[config.mk]
export PLATFORM = sky130hd
export DESIGN_NAME = mem_port_arb
export DESIGN_NICKNAME = d
export VERILOG_FILES = /design/src/rtl/mem_arb_pkg.sv /design/src/rtl/rr_pick2.sv /design/src/rtl/mem_port_arb.sv
export SDC_FILE = /design/constraint.sdc
export NUM_CORES = 1
export LEC_CHECK = 0
export BUFFER_PORTS_ARGS = -buffer_cell sky130_fd_sc_hd__clkbuf_2
export CAP_MARGIN = 25
export CELL_PAD_IN_SITES_DETAIL_PLACEMENT = 0
export CELL_PAD_IN_SITES_GLOBAL_PLACEMENT = 1
export CORE_AREA = 2 2 124 126
export CTS_CLUSTER_SIZE = 12
export DETAILED_ROUTE_END_ITERATION = 8
export DIE_AREA = 0 0 126 128
export GPL_TIMING_DRIVEN = 1
export PLACE_DENSITY_LB_ADDON = 0.1
export SLEW_MARGIN = 10
export SYNTH_ARGS = -nofsm -noshare
export SYNTH_HDL_FRONTEND = slang
export SYNTH_HIERARCHICAL = 1
export SYNTH_SLANG_ARGS = --single-unit
[constraint.sdc]
create_clock -name clk -period 3.4 [get_ports clk]
set_input_delay 0.51 -clock clk [delete_from_list [all_inputs] [get_ports clk]]
set_output_delay 0.51 -clock clk [all_outputs]
set_load 0.01 [all_outputs]
[src/rtl/mem_arb_pkg.sv]
// rtl/mem_arb_pkg.sv - shared types and constants for the memory port arbiter
package mem_arb_pkg;

    typedef enum logic [1:0] {
        IDLE = 2'd0,
        CMD  = 2'd1,
        RSP  = 2'd2
    } arb_state_e;

    localparam logic M0 = 1'b0;
    localparam logic M1 = 1'b1;

    localparam int AW_DEF = 32;
    localparam int DW_DEF = 32;

endpackage

[src/rtl/rr_pick2.sv]
// rtl/rr_pick2.sv - combinational two-way round-robin picker
module rr_pick2
    import mem_arb_pkg::*;
(
    input  logic [1:0] req,
    input  logic       last,
    output logic       gnt_vld,
    output logic       gnt_idx
);

    assign gnt_vld = |req;

    // On a tie the requester that did not win last time goes next.
    always_comb begin
        gnt_idx = M0;
        if (req == 2'b11) begin
            gnt_idx = ~last;
        end else if (req[1]) begin
            gnt_idx = M1;
        end
    end

endmodule

[src/rtl/mem_port_arb.sv]
// rtl/mem_port_arb.sv - two-requester single-outstanding memory port arbiter
module mem_port_arb
    import mem_arb_pkg::*;
#(
    parameter int AW = AW_DEF,
    parameter int DW = DW_DEF
) (
    input  logic            clk,
    input  logic            rst_n,

    input  logic            m0_cmd_valid,
    output logic            m0_cmd_ready,
    input  logic [AW-1:0]   m0_cmd_addr,
    input  logic            m0_cmd_wen,
    input  logic [DW-1:0]   m0_cmd_wdata,
    input  logic [DW/8-1:0] m0_cmd_wmask,
    output logic            m0_rsp_valid,
    input  logic            m0_rsp_ready,
    output logic [DW-1:0]   m0_rsp_rdata,
    output logic            m0_rsp_err,

    input  logic            m1_cmd_valid,
    output logic            m1_cmd_ready,
    input  logic [AW-1:0]   m1_cmd_addr,
    input  logic            m1_cmd_wen,
    input  logic [DW-1:0]   m1_cmd_wdata,
    input  logic [DW/8-1:0] m1_cmd_wmask,
    output logic            m1_rsp_valid,
    input  logic            m1_rsp_ready,
    output logic [DW-1:0]   m1_rsp_rdata,
    output logic            m1_rsp_err,

    output logic            s_cmd_valid,
    input  logic            s_cmd_ready,
    output logic [AW-1:0]   s_cmd_addr,
    output logic            s_cmd_wen,
    output logic [DW-1:0]   s_cmd_wdata,
    output logic [DW/8-1:0] s_cmd_wmask,
    input  logic            s_rsp_valid,
    output logic            s_rsp_ready,
    input  logic [DW-1:0]   s_rsp_rdata,
    input  logic            s_rsp_err
);

    arb_state_e r_state;
    logic       r_own;
    logic       r_last;

    logic       w_in_cmd;
    logic       w_in_rsp;
    logic       w_own_rsp_ready;
    logic       w_rsp_hs;
    logic       w_free;
    logic       w_pick_vld;
    logic       w_pick_idx;
    logic       w_new_grant;
    logic       w_issue;
    logic       w_cur;
    logic       w_cmd_hs;

    assign w_in_cmd = (r_state == CMD);
    assign w_in_rsp = (r_state == RSP);

    assign w_own_rsp_ready = r_own ? m1_rsp_ready : m0_rsp_ready;
    assign w_rsp_hs        = w_in_rsp & s_rsp_valid & w_own_rsp_ready;

    // Completing a response frees the port in the same cycle, so the next
    // grant goes out with no bubble; this makes rsp handshake -> s_cmd_valid
    // a deliberate combinational path.
    assign w_free = (r_state == IDLE) | w_rsp_hs;

    rr_pick2 u_pick (
        .req     ({m1_cmd_valid, m0_cmd_valid}),
        .last    (r_last),
        .gnt_vld (w_pick_vld),
        .gnt_idx (w_pick_idx)
    );

    assign w_new_grant = w_free & w_pick_vld;
    assign w_issue     = w_in_cmd | w_new_grant;
    assign w_cur       = w_in_cmd ? r_own : (w_new_grant & w_pick_idx);
    assign w_cmd_hs    = w_issue & s_cmd_ready;

    assign s_cmd_valid = w_issue;
    assign s_cmd_addr  = w_cur ? m1_cmd_addr  : m0_cmd_addr;
    assign s_cmd_wen   = w_cur ? m1_cmd_wen   : m0_cmd_wen;
    assign s_cmd_wdata = w_cur ? m1_cmd_wdata : m0_cmd_wdata;
    assign s_cmd_wmask = w_cur ? m1_cmd_wmask : m0_cmd_wmask;

    assign m0_cmd_ready = w_cmd_hs & ~w_cur;
    assign m1_cmd_ready = w_cmd_hs &  w_cur;

    assign s_rsp_ready  = w_in_rsp & w_own_rsp_ready;
    assign m0_rsp_valid = w_in_rsp & ~r_own & s_rsp_valid;
    assign m1_rsp_valid = w_in_rsp &  r_own & s_rsp_valid;
    assign m0_rsp_rdata = s_rsp_rdata;
    assign m1_rsp_rdata = s_rsp_rdata;
    assign m0_rsp_err   = s_rsp_err;
    assign m1_rsp_err   = s_rsp_err;

    always_ff @(posedge clk) begin
        if (!rst_n) begin
            r_state <= IDLE;
            r_own   <= M0;
            r_last  <= M1;
        end else if (w_cmd_hs) begin
            r_state <= RSP;
            r_own   <= w_cur;
            r_last  <= w_cur;
        end else if (w_new_grant) begin
            r_state <= CMD;
            r_own   <= w_cur;
        end else if (w_rsp_hs) begin
            r_state <= IDLE;
        end
    end

endmodule
Word-level counts from Yosys, hierarchy flattened
Index checks and enable logic that the tools add are counted.
{"block": "op_classes", "eq_ne": 3, "mux": 13, "bitwise": 18, "reduce_logical": 6}
{"op": "32-bit 2-to-1 mux", "count": 2}
{"op": "1-bit bitwise AND", "count": 12}
{"op": "1-bit 2-to-1 mux", "count": 7}
{"op": "2-bit 2-to-1 mux", "count": 3}
{"op": "2-bit == test, second input constant", "count": 2}
{"op": "4-bit 2-to-1 mux", "count": 1}
{"op": "1-bit NOT", "count": 4}
{"op": "2-bit nonzero test", "count": 2}
{"op": "2-bit OR reduction", "count": 2}
{"op": "3-bit nonzero test", "count": 1}
{"op": "2-bit by 1-bit == test with 1-bit output, second input constant", "count": 1}
{"op": "2-bit logical NOT", "count": 1}
{"op": "1-bit OR", "count": 2}
{"block": "totals", "out_inout_bits": 141, "regBits": 4, "wordCells": 44, "inputBits": 179}

Logic depth before layout (Yosys ltp)
{"block": "depth", "word_depth": 9, "depth_mapped": 6, "depth_no_buf": 5}

By module
The synthesis kept the hierarchy.
{"module": "mem_port_arb", "area_each_um2": 1925.6, "instances": 1, "seq_area_each_um2": 80.1, "cells_each": 182}
{"module": "rr_pick2", "area_each_um2": 13.8, "instances": 1, "seq_area_each_um2": 0.0, "cells_each": 2}

Worst setup path before layout
OpenSTA, ideal clock, no wires.
{"block": "synth_path", "path_kind": "input-to-output", "start": "input m1_cmd_valid", "end": "output s_cmd_addr[0]", "path_slack_ps": 1051, "n_path_buf": 1, "t_arrival_ps": 1839, "path_stages": 6, "required_ps": 2890, "cell_sequence": "or2_1 -> nand2_1 -> o21ai_0 -> a21oi_4 -> buf_6 -> mux2_4"}
{"block": "synth_via", "elab_chain_len": 5, "word_cells_on_any_way": 8, "classes_between": "eq/ne (1); mux (4); bitwise (2); reduce/logical (1)"}
{"element": "start, declared", "line": "mem_port_arb.sv:22", "rtl": "input logic m1_cmd_valid,"}
{"element": "2-bit == test, or another cell as far along", "line": "rr_pick2.sv:16", "rtl": "if (req == 2'b11) begin"}
{"element": "1-bit 2-to-1 mux / 1-bit bitwise AND (equally long branches)", "line": "rr_pick2.sv:16, mem_port_arb.sv:79"}
{"element": "1-bit bitwise AND *", "line": "mem_port_arb.sv:81", "rtl": "assign w_cur = w_in_cmd ? r_own : (w_new_grant & w_pick_idx);"}
{"element": "1-bit 2-to-1 mux *", "line": "mem_port_arb.sv:81"}
{"element": "32-bit 2-to-1 mux *", "line": "mem_port_arb.sv:85", "rtl": "assign s_cmd_addr = w_cur ? m1_cmd_addr : m0_cmd_addr;"}
{"element": "end, declared", "line": "mem_port_arb.sv:35", "rtl": "output logic [AW-1:0] s_cmd_addr,"}
Every way passes the cells marked *; elsewhere a longest branch is shown, timed or not.

Final worst setup path
{"block": "layout_path", "start": "input m1_cmd_valid", "end": "output s_cmd_addr[11]"}
{"block": "layout_via", "elab_chain_len": 5, "word_cells_on_any_way": 8, "classes_between": "eq/ne (1); mux (4); bitwise (2); reduce/logical (1)"}
{"element": "2-bit OR reduction", "line": "rr_pick2.sv:11", "rtl": "assign gnt_vld = |req;"}
{"element": "named net w_pick_vld", "line": "mem_port_arb.sv:54", "rtl": "logic w_pick_vld;"}
{"element": "1-bit bitwise AND", "line": "mem_port_arb.sv:79", "rtl": "assign w_new_grant = w_free & w_pick_vld;"}
{"element": "1-bit bitwise AND", "line": "mem_port_arb.sv:81"}
{"element": "1-bit 2-to-1 mux", "line": "mem_port_arb.sv:81"}
{"element": "32-bit 2-to-1 mux", "line": "mem_port_arb.sv:85"}
The timed path passes the listed nets, and every way through them passes these cells.

==> results.toml <==
[global_routing]
antenna_found_initial = 0
grt_util_met1 = 0.0770
grtUsageMet2 = 0.160
grt.total_usage = 0.0793
grt_pass1_vias = 1773
grtUsageMet3 = 0.0334
top_usage_layer = "met2"
overflow = 0
grt_max_degree = 71
grt_first_pass_wirelength_mm = 10.1

[timing]
max_freq_mhz = 347
fin_tns_setup_ns = 0
slew_headroom = 0.604
finalSetupViolCount = 0
tightest_slew_ns = 0.594
slew_viol_final = 0
fin_crit_sh = 0.846
clock_skew_ns = 0.00206
min_period_ns = 2.88
hold_viol = 0
rsz0062_at_grt = "false"

[placed_design]
port_buffers = 220
dp_hpwl_mm = 6.46
place_congestion = 0.697
dp.cells = 518

[finish]
antenna_cells = 0
final_nets = 514
finalNonFillerCells = 521
drive_above_1_share = 0.898
final_util = 0.188
fill_cells = 1717
syn_to_final_growth_pct = 43.7

[floorplan]
die_h_um = 128
core.rowCount = 45
core_um2 = 14900
io_pins = 320
die-width_um = 126
dieArea_um2 = 16100
floorplan.initialDensity = 0.130

[synth]
synth_area_um2 = 1940
ys_ff_latch = 4
synth_cells = 184
synth_cell_types = 28
syn_avg_cell_area_um2 = 10.5
ys_seq_area_frac = 0.0413
synth_nets = 363
yosysWarnings = 6

[routing]
dr_total_vias = 1807
drc = 0
viasPerCell = 3.47
detail-route-antenna-nets = 0
drt_iter0_markers = 27
firstDrtPassIters = 4
wire_per_inst_um = 14.0
routed_wl_mm = 7.29

[setup_path]
timing.rr.end = "r_own"
critPathMaxStageDelay_ns = 0.39
crit_path_end_kind = "primary output"
r2r_setup_slack_ns = 1.59
cp_num_cells = 8
r2r-start = "r_own"
arrival_ns = 2.37
crit_slowest_cell = "buf_12"
crit_type = "input pin to primary output"
ff2ff_path_depth = 5
cp_top_family = "buffers and inverters"
start_kind = "input pin"
worstPathCellList = "clkbuf_2 -> or2_1 -> nand2_1 -> o21ai_0 -> a21oi_4 -> buf_12 -> mux2_4 -> clkbuf_2"
cp_data_required_time_ns = 2.89
path_max_fanout = 70
crit_top_cell = "clkbuf_2"
path_buf_inv = 3

[hold_path]
hold_class = "input pin to flip-flop"
worstHoldStart = "rst_n"
holdPathStages = 2
min_to = "r_last"

[clock_tree]
postCtsSetupBuffers = 0
cts_buffers = 3
cts_root_buffer = "clkbuf_16"
cts_tree = "yes"
hold_buffers = 0
clock_path_buffers = 2
clock_latency_ns = 0.22
cts_resized = 0
clk_pin_slew_worst_paths_ns = 0.03
cts_sinks = 4
htree_levels = 1

[power_and_ir_drop]
p_total_mw = 0.728
powerDensity_nw_per_um2 = 261
vdd_drop_max_mv = 0.352
p_leak_nw = 1.71

[run_status]
status = "finished, final reports clean"

[job]
cap_viol_max_count = 0
[cell usage in the layout (no fill, tap or decap), drive strengths merged]
master,synthesis,layout
mux2,70,70
nor3,2,2
buf,74,1
mux2i,2,2
a211oi,2,2
and3,1,1
clkbuf,1,223
a21boi,1,1
o21a,1,1
inv,4,4
and4b,1,1
o32ai,1,1
o21ai,5,5
nand2,3,3
nand2b,2,2
dfxtp,4,4
or2,1,1
nor4b,1,1
a21oi,3,3
nor2,3,3
nor3b,1,1
o21ba,1,1
[worst max path at each step]
stage                          end         start
floorplan            s_cmd_addr[0]  m1_cmd_valid
global placement    s_cmd_addr[13]  m1_cmd_valid
detailed placement  s_cmd_addr[13]  m1_cmd_valid
CTS                 s_cmd_addr[13]         r_own
global route        s_cmd_addr[13]  m1_cmd_valid
finish              s_cmd_addr[11]  m1_cmd_valid
[logic make-up (layout without fill, tap and decap cells)]
logic type | Yosys count | count (layout) | share of synthesized area
compound gates | 14 | 14 | 0.0516
buf+inv | 79 | 228 | 0.308
flops | 4 | 4 | 0.0413
mux | 72 | 72 | 0.552
simple gates | 15 | 15 | 0.0465
[cells in the mapped netlist]
cell | number | share of area
mux2_4 | 69 | 0.53
buf_4 | 66 | 0.26
buf_6 | 7 | 0.041
o21ai_0 | 5 | 0.013
dfxtp_1 | 4 | 0.041
inv_1 | 4 | 0.0077
nand2_1 | 3 | 0.0058
nor2_1 | 3 | 0.0058
a211oi_1 | 2 | 0.0077
a21oi_1 | 2 | 0.0052
nand2b_1 | 2 | 0.0065
a21boi_1 | 1 | 0.0039
a21oi_4 | 1 | 0.0084
and3_1 | 1 | 0.0032
and4b_2 | 1 | 0.0058
buf_2 | 1 | 0.0026
clkbuf_1 | 1 | 0.0019
mux2_2 | 1 | 0.0058
mux2i_1 | 1 | 0.0052
mux2i_2 | 1 | 0.0071
nor3_1 | 1 | 0.0026
nor3_2 | 1 | 0.0052
nor3b_1 | 1 | 0.0039
nor4b_1 | 1 | 0.0045
o21a_1 | 1 | 0.0039
o21ba_2 | 1 | 0.0052
o32ai_1 | 1 | 0.0045
or2_1 | 1 | 0.0032
[per-layer routing]
metal	part of all wire	up-vias
met2	0.55	135
li1	-	873
met3	0.12	4
met1	0.33	795
met4	0.0022	0
met5	0	-
[per-stage QoR]
stage                     worst slack (ns)  instance area [um2]  hold WS, ns
after floorplan                       1.05                 1940        0.538
after global placement               0.530                 2710        0.603
after detailed placement             0.539                 2710        0.592
after CTS                            0.518                 2790        0.481
after global routing                 0.394                 2790        0.490
final                                0.522                 2790        0.486
[sequential cells by signal, summed over array words and instances (netlist names)]
name and flops:
r_state 2, r_last 1, r_own 1
[power breakdown]
part / internal, mW / switching [mW] / leakage [nW]
clock: 0.150 / 0.0321 / 0.0370
sequential: 0.0517 / 0.00811 / 0.0332
combinational: 0.285 / 0.201 / 1.64
[final cells by class]
| cell class | instances | area [um2] | area share |
|---|---|---|---|
| Clock buffer | 3 | 75.1 | 0.0269 |
| Tap cell | 188 | 235 | 0.0844 |
| Inverter | 4 | 15.0 | 0.00539 |
| Sequential cell | 4 | 80.1 | 0.0287 |
| Timing Repair Buffer | 221 | 1120 | 0.402 |
| Multi-Input combinational cell | 101 | 1260 | 0.452 |
No activity file was read; power rests on OpenSTA's default activity.
